<file path="src/rtl/batcharger_measfilt.sv">
// Post-ADC measurement filter for the battery charger: block-averages V/I/T
// conversions and derives valid strobes, a primed flag and window alarms.
module batcharger_measfilt #(
  parameter int AVG_LOG2 = 2,
  parameter int ERRW     = 4
) (
  input  logic            clk,
  input  logic            rstz,
  input  logic            en,
  input  logic            vtok,
  input  logic            vmeasen,
  input  logic            imeasen,
  input  logic            tmeasen,
  input  logic [7:0]      vbat,
  input  logic [7:0]      ibat,
  input  logic [7:0]      tbat,
  input  logic [7:0]      vovp,
  input  logic [7:0]      tempmin,
  input  logic [7:0]      tempmax,
  output logic [7:0]      vbat_avg,
  output logic [7:0]      ibat_avg,
  output logic [7:0]      tbat_avg,
  output logic            vvalid,
  output logic            ivalid,
  output logic            tvalid,
  output logic            primed,
  output logic            ovflag,
  output logic            tfault,
  output logic [ERRW-1:0] errcnt
);

  localparam int AW = 8 + AVG_LOG2;
  localparam int CW = (AVG_LOG2 > 0) ? AVG_LOG2 : 1;
  localparam logic [CW-1:0] CNT_LAST = CW'((1 << AVG_LOG2) - 1);

  typedef enum logic [1:0] {
    S_IDLE  = 2'd0,
    S_PRIME = 2'd1,
    S_RUN   = 2'd2
  } state_t;

  state_t          state_q, state_d;
  logic [2:0]      sel;
  logic [2:0][7:0] din;
  logic            one_hot, active, accept, invalid;
  logic [2:0][7:0] avg_q, avg_d;
  logic [2:0]      valid_q, valid_d;
  logic [2:0]      seen_q, seen_d;
  logic            primed_q, primed_d;
  logic            ovflag_q, ovflag_d;
  logic            tfault_q, tfault_d;
  logic [ERRW-1:0] errcnt_q, errcnt_d;

  assign sel     = {tmeasen, imeasen, vmeasen};
  assign din     = {tbat, ibat, vbat};
  assign one_hot = (sel == 3'b001) || (sel == 3'b010) || (sel == 3'b100);
  // The first enabled cycle is still IDLE, so samples count from PRIME onwards.
  assign active  = en && (state_q != S_IDLE);
  assign accept  = active && vtok && one_hot;
  assign invalid = active && vtok && !one_hot;

  generate
    for (genvar gi = 0; gi < 3; gi++) begin : g_ch
      logic [AW-1:0] acc_q, acc_d, sum;
      logic [CW-1:0] cnt_q, cnt_d;
      logic [7:0]    ch_avg_q, ch_avg_d;
      logic          vld_q, vld_d;

      assign sum = acc_q + AW'(din[gi]);

      always_comb begin
        acc_d    = acc_q;
        cnt_d    = cnt_q;
        ch_avg_d = ch_avg_q;
        vld_d    = 1'b0;
        if (!active) begin
          acc_d    = '0;
          cnt_d    = '0;
          ch_avg_d = '0;
        end else if (accept && sel[gi]) begin
          if (cnt_q == CNT_LAST) begin
            acc_d    = '0;
            cnt_d    = '0;
            ch_avg_d = sum[AVG_LOG2 +: 8];
            vld_d    = 1'b1;
          end else begin
            acc_d = sum;
            cnt_d = cnt_q + CW'(1);
          end
        end
      end

      always_ff @(posedge clk or negedge rstz) begin
        if (!rstz) begin
          acc_q    <= '0;
          cnt_q    <= '0;
          ch_avg_q <= '0;
          vld_q    <= 1'b0;
        end else begin
          acc_q    <= acc_d;
          cnt_q    <= cnt_d;
          ch_avg_q <= ch_avg_d;
          vld_q    <= vld_d;
        end
      end

      assign avg_q[gi]   = ch_avg_q;
      assign avg_d[gi]   = ch_avg_d;
      assign valid_q[gi] = vld_q;
      assign valid_d[gi] = vld_d;
    end
  endgenerate

  always_comb begin
    seen_d   = seen_q | valid_d;
    primed_d = primed_q | (&seen_d);
    errcnt_d = errcnt_q;
    ovflag_d = 1'b0;
    tfault_d = 1'b0;
    if (invalid && (errcnt_q != {ERRW{1'b1}})) begin
      errcnt_d = errcnt_q + ERRW'(1);
    end
    // Flags re-evaluate on their channel's update, and once when primed first rises.
    if (primed_d) begin
      ovflag_d = ovflag_q;
      tfault_d = tfault_q;
      if (valid_d[0] || !primed_q) begin
        ovflag_d = avg_d[0] > vovp;
      end
      if (valid_d[2] || !primed_q) begin
        tfault_d = (avg_d[2] < tempmin) || (avg_d[2] > tempmax);
      end
    end
    if (!active) begin
      seen_d   = '0;
      primed_d = 1'b0;
      errcnt_d = '0;
      ovflag_d = 1'b0;
      tfault_d = 1'b0;
    end
  end

  always_comb begin
    state_d = state_q;
    unique case (state_q)
      S_IDLE:  state_d = S_PRIME;
      S_PRIME: if (primed_d) state_d = S_RUN;
      S_RUN:   state_d = S_RUN;
      default: state_d = S_IDLE;
    endcase
    if (!en) begin
      state_d = S_IDLE;
    end
  end

  always_ff @(posedge clk or negedge rstz) begin
    if (!rstz) begin
      state_q  <= S_IDLE;
      seen_q   <= '0;
      primed_q <= 1'b0;
      ovflag_q <= 1'b0;
      tfault_q <= 1'b0;
      errcnt_q <= '0;
    end else begin
      state_q  <= state_d;
      seen_q   <= seen_d;
      primed_q <= primed_d;
      ovflag_q <= ovflag_d;
      tfault_q <= tfault_d;
      errcnt_q <= errcnt_d;
    end
  end

  assign vbat_avg = avg_q[0];
  assign ibat_avg = avg_q[1];
  assign tbat_avg = avg_q[2];
  assign vvalid   = valid_q[0];
  assign ivalid   = valid_q[1];
  assign tvalid   = valid_q[2];
  assign primed   = primed_q;
  assign ovflag   = ovflag_q;
  assign tfault   = tfault_q;
  assign errcnt   = errcnt_q;

endmodule

</file>
<file path="config.mk">
export PLATFORM = sky130hd
export DESIGN_NAME = batcharger_measfilt
export DESIGN_NICKNAME = d
export VERILOG_FILES = /design/src/rtl/batcharger_measfilt.sv
export SDC_FILE = /design/constraint.sdc
export NUM_CORES = 1
export LEC_CHECK = 0
export CELL_PAD_IN_SITES_DETAIL_PLACEMENT = 2
export CELL_PAD_IN_SITES_GLOBAL_PLACEMENT = 2
export CORE_MARGIN = 1.5
export CORE_UTILIZATION = 34
export CTS_BUF_LIST = sky130_fd_sc_hd__clkbuf_8
export DETAILED_ROUTE_END_ITERATION = 6
export HOLD_SLACK_MARGIN = 0.06
export PLACE_DENSITY = 0.87
export SLEW_MARGIN = 20
export SYNTH_ARGS = -nofsm -noshare
export SYNTH_HDL_FRONTEND = slang
export SYNTH_SLANG_ARGS = --single-unit
</file>
<file path="constraint.sdc">
create_clock -name clk -period 4.8 [get_ports clk]
set_input_delay 0.96 -clock clk [delete_from_list [all_inputs] [get_ports clk]]
set_output_delay 0.96 -clock clk [all_outputs]
set_load 0.01 [all_outputs]
</file>
==> impl_results.md, run 1 <==
- Status: finished clean
- Reg2reg start: g_ch[0].acc_q[0]$_DFFE_PN0P_
- Die W: 122.1 µm
- DR pass1 iterations: 5
- Num CTS Buffers: 9
- Sw Share: between 30% and 40%
- DR vias: ~4.3k
- WL/cell: roughly 20 µm
- Clock power share: approximately 34%
- Layout Nets: roughly 710
- Cell row count: 43
- Post-Syn Area: 4826 µm²
- Clock skew: roughly 0.010 ns
- Worst Path Max Fanout: 4
- Psw: ~0.49 mW
- Layout cell share with drive strength beyond 1: between 6 and 7%
- Tmin final: approximately 4.6 ns
- Synth top area share: between 30% and 40%
- Die area: ~15000 µm²
- Register bit total from synthesis: between 70 and 80
- Commonest cells in the netlist: dfrtp_1, ha_1, nand2_1
- Reg2Reg Depth: 13
- Most common cell in the synthesized netlist: dfrtp_1
- R2r endpoint: ovflag$_DFFE_PN0P_
- Prevailing post-synth register cell: dfrtp_1
- R2R setup slack: between 0.8 and 0.9 ns
- Arrival time at the worst endpoint: between 4 and 5 ns
- P_int: about 1.0 mW
- Relative slew margins: 30.92%
- Die Ht: about 120 µm
- Post-CTS Resized: 0
- Area contributors post-synth: dfrtp_1, ha_1, a21oi_1
- Routability cong.: about 0.82
- Hold Fails Final Rpt: 0
- Async S/R FF share, synth: 100.0%
- Cells after Synth: about 500
- CP required: a little over 5 ns
- Synth cell types: 59
- Clock buffer depth: 2
- Antenna diodes: 0
- Final Slew Violations: 0
- Drt total wl: about 16 mm
- Seq pwr share: 43.4%
- Synth-to-Final Area Change: 26.65%
- Combinational share of power: 22.8%
- Hold-critical path depth: 2
- Worst-path clk slew: around 0.09 ns
- Peak supply drop: roughly 120 µV
- Vias in the first global route: 5022
- Hold Crit Class: reg -> reg
- Setup WS post-layout: around 0.23 ns
- Core Region: ~14000 µm²
- CTS sink count: 75
- Worst skew pair latency: roughly 0.37 ns
- Synth warnings: 0
- Overflow after GRT: 0
- Worst Tran Pin Value: 1.036 ns
- Max frequency: around 220 MHz
- Max_cap viols: 0
- Hold Crit Start: ibat_avg[5]$_DFFE_PN0P_
- Root Buffer: clkbuf_8
- Pwr Density: roughly 250 nW/µm²
- Hold Slack: a little over 0.5 ns
- Filler cell count: around 1.5k
- DRC viols: 0
- GRT Total Usage: around 23%
- Final Power: around 1.5 mW
- Post-CTS Setup Repair Bufs: 0
- Vias per inst: approximately 5.6
- Final period util: 95.26%
- RSZ-0062 raised after global routing: no
- Critical Path Source Type: input pin
- Leading area contributor after synthesis: dfrtp_1
- EDFF count, synth: 0
- Hpwl dp: around 12 mm
- Crit end category: flop
- Worst Hold End: ibat_avg[5]$_DFFE_PN0P_
- Final core occ: between 40% and 50%
- Placed Area: approximately 5900 µm²
- Endpoints failing setup: 0
- Iteration-0 DRC Markers: 222
- Sequential-to-total area share from yosys stat: just under 40%
- Post-Place Worst Slack: -0.2083 ns
- Antenna Nets Post-Route: 0
- Initial Utilization: 34.77%
- Post-synthesis net count: between 600 and 700
- Final instance area: around 6100 µm²
- Syn avg cell area: between 9 and 10 µm²
- First-pass GRT wire length: between 20 and 30 mm
- Ports: slightly below 90
- Largest net degree at the start of global routing: 76
- Antenna violations before repair: 0
- # port buffers: 88
- Crit path kind: in -> reg
- CTS tree: built
- Cts-stage hold buffer count: 0
- H-tree lvl count: 3
- Leak pwr: ~2.9 nW
==> layout make-up <==
cell class              count  area [µm²]  share of cell area (%)
multi-input cells         379        2758                   45.12
flip-flops and latches     75        1877                   30.71
repair buffers             95       930.9                   15.23
well taps                 180       225.2                   3.685
clock buffers              10       137.6                   2.252
inverters                  34       127.6                   2.088
clock inverters             6       56.30                  0.9212
==> worst max path at each step <==
| stage | start | end | slack, ns | depth (start not counted) |
|---|---|---|---|---|
| after floorplan | vbat[0] | ovflag$_DFFE_PN0P_ | 0.61 | 13 |
| after global placement | vbat[0] | ovflag$_DFFE_PN0P_ | 0.03 | 14 |
| after detailed placement | vbat[0] | ovflag$_DFFE_PN0P_ | -0.21 | 14 |
| after CTS | vbat[0] | ovflag$_DFFE_PN0P_ | 0.19 | 14 |
| after global routing | vbat[0] | ovflag$_DFFE_PN0P_ | 0.009 | 14 |
| final | vbat[0] | ovflag$_DFFE_PN0P_ | 0.23 | 14 |
==> cell families after synthesis <==
family | synth area share [%]
and+or+nand+nor | 15.30
AOI/OAI and AO/OA | 20.12
DFF | 38.89
adders and majority gates | 15.25
buffers and inverters | 4.148
xor gates and xnor gates | 4.174
muxes | 2.126
==> flip-flops by register name (all words and copies together), names as in the netlist, 2 cells and up <==
signal	flops
errcnt	4
g_ch.acc_q	30
g_ch.cnt_q	6
ibat_avg	8
seen_q	3
state_q	2
tbat_avg	8
vbat_avg	8
==> routing by layer <==
metal | up-vias | GRT usage, % | share of wire [%]
met5 | - | 0 | 0
met4 | 0 | 10.54 | 3.0
met3 | 33 | 4.541 | 3.5
met2 | 98 | 38.94 | 51
met1 | 2174 | 26.76 | 43
li1 | 2022 | - | -
==> through the flow <==
stage,TNS [ns],cells
after floorplan,0,503
after global placement,0,763
after detailed placement,-0.2083,763
after CTS,0,779
after global routing,0,779
final,0,779
==> placed cells by master (no fill, tap or decap), drive strengths merged, types with 10 or more instances in the layout <==
| master | instances |
|---|---|
| a21o | 10 |
| a21oi | 33 |
| a22o | 11 |
| clkbuf | 10 |
| clkdlybuf4s50 | 87 |
| dfrtp | 75 |
| ha | 54 |
| inv | 33 |
| nand2 | 44 |
| nand3 | 31 |
| nor2 | 27 |
| nor3 | 10 |
| o21ai | 25 |
| xnor2 | 11 |
| xor2 | 12 |
==> critical path, stage by stage <==
cell	delay, ns
clkdlybuf4s50_1	0.41
ha_1	0.23
fa_1	0.38
a21o_1	0.21
a211o_1	0.32
a2111o_1	0.48
and3_2	0.22
o31ai_1	0.31
ha_1	0.33
o21a_1	0.13
o21ai_0	0.19
a21oi_1	0.07
a221o_1	0.34
a32o_1	0.25
==> power groups by stage <==
| stage | Clock (mW) | Sequential (mW) | Combinational, mW |
|---|---|---|---|
| after global routing | 0.548 | 0.660 | 0.383 |
| after global placement | 0 | 0.668 | 0.326 |
| after floorplan | 0 | 0.667 | 0.205 |
| after detailed placement | 0 | 0.670 | 0.345 |
| final | 0.512 | 0.657 | 0.346 |
| after CTS | 0.524 | 0.657 | 0.349 |
Note: power is estimated with default switching activity, not from simulation.
==> inputs of run 2 (changes only) <==
- CORE_MARGIN: 1.5 -> 2
==> run 2 against run 1 <==
Register-to-register slack better by 0.08 ns. Clock power down 1%. Sequential cell count is the same. Largest power group unchanged.
==> impl_results.md, run 2 (synthesized netlist as in run 1, its figures left out) <==
- Status: finished clean
- Leak pwr: about 2.9 nW
- Reg2reg start: g_ch[0].acc_q[0]$_DFFE_PN0P_
- Cts-stage hold buffer count: 0
- Die area: approximately 15000 µm²
- DRC viols: 0
- Worst skew pair latency: between 0.3 and 0.4 ns
- Worst Tran Pin Value: a little over 0.7 ns
- Hold Fails Final Rpt: 0
- H-tree lvl count: 3
- DR pass1 iterations: 4
- Placed Area: 5919 µm²
- Final period util: about 94%
- Pwr Density: 246.1 nW/µm²
- Met1 wire length: between 6 and 7 mm
- Die W: between 100 and 150 µm
- CTS tree: built
- Ports: between 80 and 90
- Num CTS Buffers: 9
- # port buffers: 88
- Worst Path Max Fanout: 3
- Met2 wire length: 7.748 mm
- Vias in the first global route: slightly below 5k
- Synth-to-Final Area Change: 27.38%
- Clock buffer depth: 2
- R2R setup slack: approximately 0.93 ns
- Layout cell share with drive strength beyond 1: 6.489%
- Crit. Startpoint: vbat[0]
- Post-CTS Resized: 0
- Final Slew Violations: 0
- Worst-path clk slew: roughly 0.080 ns
- Die Ht: around 120 µm
- Crit end category: flop
- Final instance area: around 6100 µm²
- Metal3 WL: roughly 420 µm
- Arrival time at the worst endpoint: 4.76 ns
- Reg2Reg Depth: 13
- Core Region: around 14000 µm²
- RSZ-0062 raised after global routing: no
- Initial Utilization: 34.77%
- Routability cong.: about 0.8
- Finished Layout Cells: around 780
- Max FFs per register: 30
- Hold Crit Class: in -> async
- Max frequency: around 220 MHz
- Layout Nets: 708
- Sum Neg Setup Slack: 0 ns
- Relative slew margins: a little over half
- Most common cell after layout, fill and taps aside: clkdlybuf4s50_1
- Cell row count: 43
- DR vias: 4243
- Overflow after GRT: 0
- Crit path kind: in -> reg
- Setup crit end: ovflag$_DFFE_PN0P_
- WL/cell: roughly 19 µm
- Hpwl dp: between 10 and 15 mm
- CP required: ~5 ns
- Max_cap viols: 0
- CTS sink count: 75
- Vias per inst: about 5.4
- Peak supply drop: around 120 µV
- Root Buffer: clkbuf_8
- Biggest register: g_ch.acc_q
- Hold Slack: between 0.4 and 0.5 ns
- Post-CTS Setup Repair Bufs: 0
- Largest net degree at the start of global routing: 76
- First-pass GRT wire length: 24.74 mm
- Antenna violations before repair: 0
- R2r endpoint: ovflag$_DFFE_PN0P_
- Tmin final: roughly 4.5 ns
- Clock skew: about 0.0091 ns
- GRT Total Usage: 21.17%
- Endpoints failing setup: 0
- DP Cell Count: between 700 and 800
- Critical Path Source Type: input pin
- Drt total wl: ~15 mm
- Antenna diodes: 0
- Filler cell count: 1500
- Most frequent cells in the layout: clkdlybuf4s50_1, dfrtp_1, ha_1
- Antenna Nets Post-Route: 0
- Iteration-0 DRC Markers: 196
- Top Layer Used: met4
run 2: cell types whose count changed in the layout (fill, tap and decap cells not counted), sizes merged:
| cell | delta |
|---|---|
| buf | +2 |
run 2: layout make-up:
cell class	instances	area, µm²	share of cell area, %
clock inverters	6	56.30	0.9159
repair buffers	97	965.9	15.71
multi-input cells	379	2758	44.86
flip-flops and latches	75	1877	30.53
well taps	180	225.2	3.664
clock buffers	10	137.6	2.239
inverters	34	127.6	2.076
run 2: metal layers:
| metal | vias to the layer above | global-route usage, % |
|---|---|---|
| met1 | 2130 | 25.42 |
| met3 | 15 | 3.459 |
| met2 | 70 | 38.80 |
| met4 | 0 | 5.895 |
| li1 | 2028 | - |
| met5 | - | 0 |
run 2: power breakdown:
| group | total [mW] | internal [mW] | switching (mW) |
|---|---|---|---|
| Combinational | 0.350 | 0.129 | 0.221 |
| Sequential | 0.657 | 0.645 | 0.0114 |
| Clock | 0.506 | 0.250 | 0.256 |
| Total | 1.51 | 1.02 | 0.489 |
run 2: how the worst min path moves through the flow:
stage | startpoint | to | slack, ns | cells after the start
6_report | rstz | ibat_avg[5]$_DFFE_PN0P_ | 0.47 | 1
5_1_grt | rstz | ibat_avg[5]$_DFFE_PN0P_ | 0.48 | 1
4_1_cts | g_ch[0].acc_q[6]$_DFFE_PN0P_ | g_ch[0].acc_q[6]$_DFFE_PN0P_ | 0.49 | 2
3_5_place_dp | g_ch[0].acc_q[6]$_DFFE_PN0P_ | g_ch[0].acc_q[6]$_DFFE_PN0P_ | 0.47 | 2
3_3_place_gp | g_ch[0].acc_q[7]$_DFFE_PN0P_ | g_ch[0].acc_q[7]$_DFFE_PN0P_ | 0.47 | 2
2_1_floorplan | g_ch[0].acc_q[5]$_DFFE_PN0P_ | g_ch[0].acc_q[5]$_DFFE_PN0P_ | 0.45 | 2
run 2: stage by stage:
step	total power [mW]	util, %	setup WS [ns]
6_report	1.513	44.29	0.3062
5_1_grt	1.591	44.29	0.06197
4_1_cts	1.528	44.04	0.2851
3_5_place_dp	1.015	42.64	-0.1070
3_3_place_gp	0.9927	42.64	0.04726
2_1_floorplan	0.8720	-	0.6051
run 2: worst max-delay path, stage by stage:
cell             delay [ns]
clkdlybuf4s50_1        0.43
ha_1                   0.25
fa_1                   0.39
a21o_1                 0.21
a211o_1                0.31
a2111o_1               0.44
and3_2                 0.21
o31ai_1                0.29
ha_1                   0.33
o21a_1                 0.12
o21ai_0                0.16
a21oi_1                0.06
a221o_1                0.35
a32o_1                 0.25
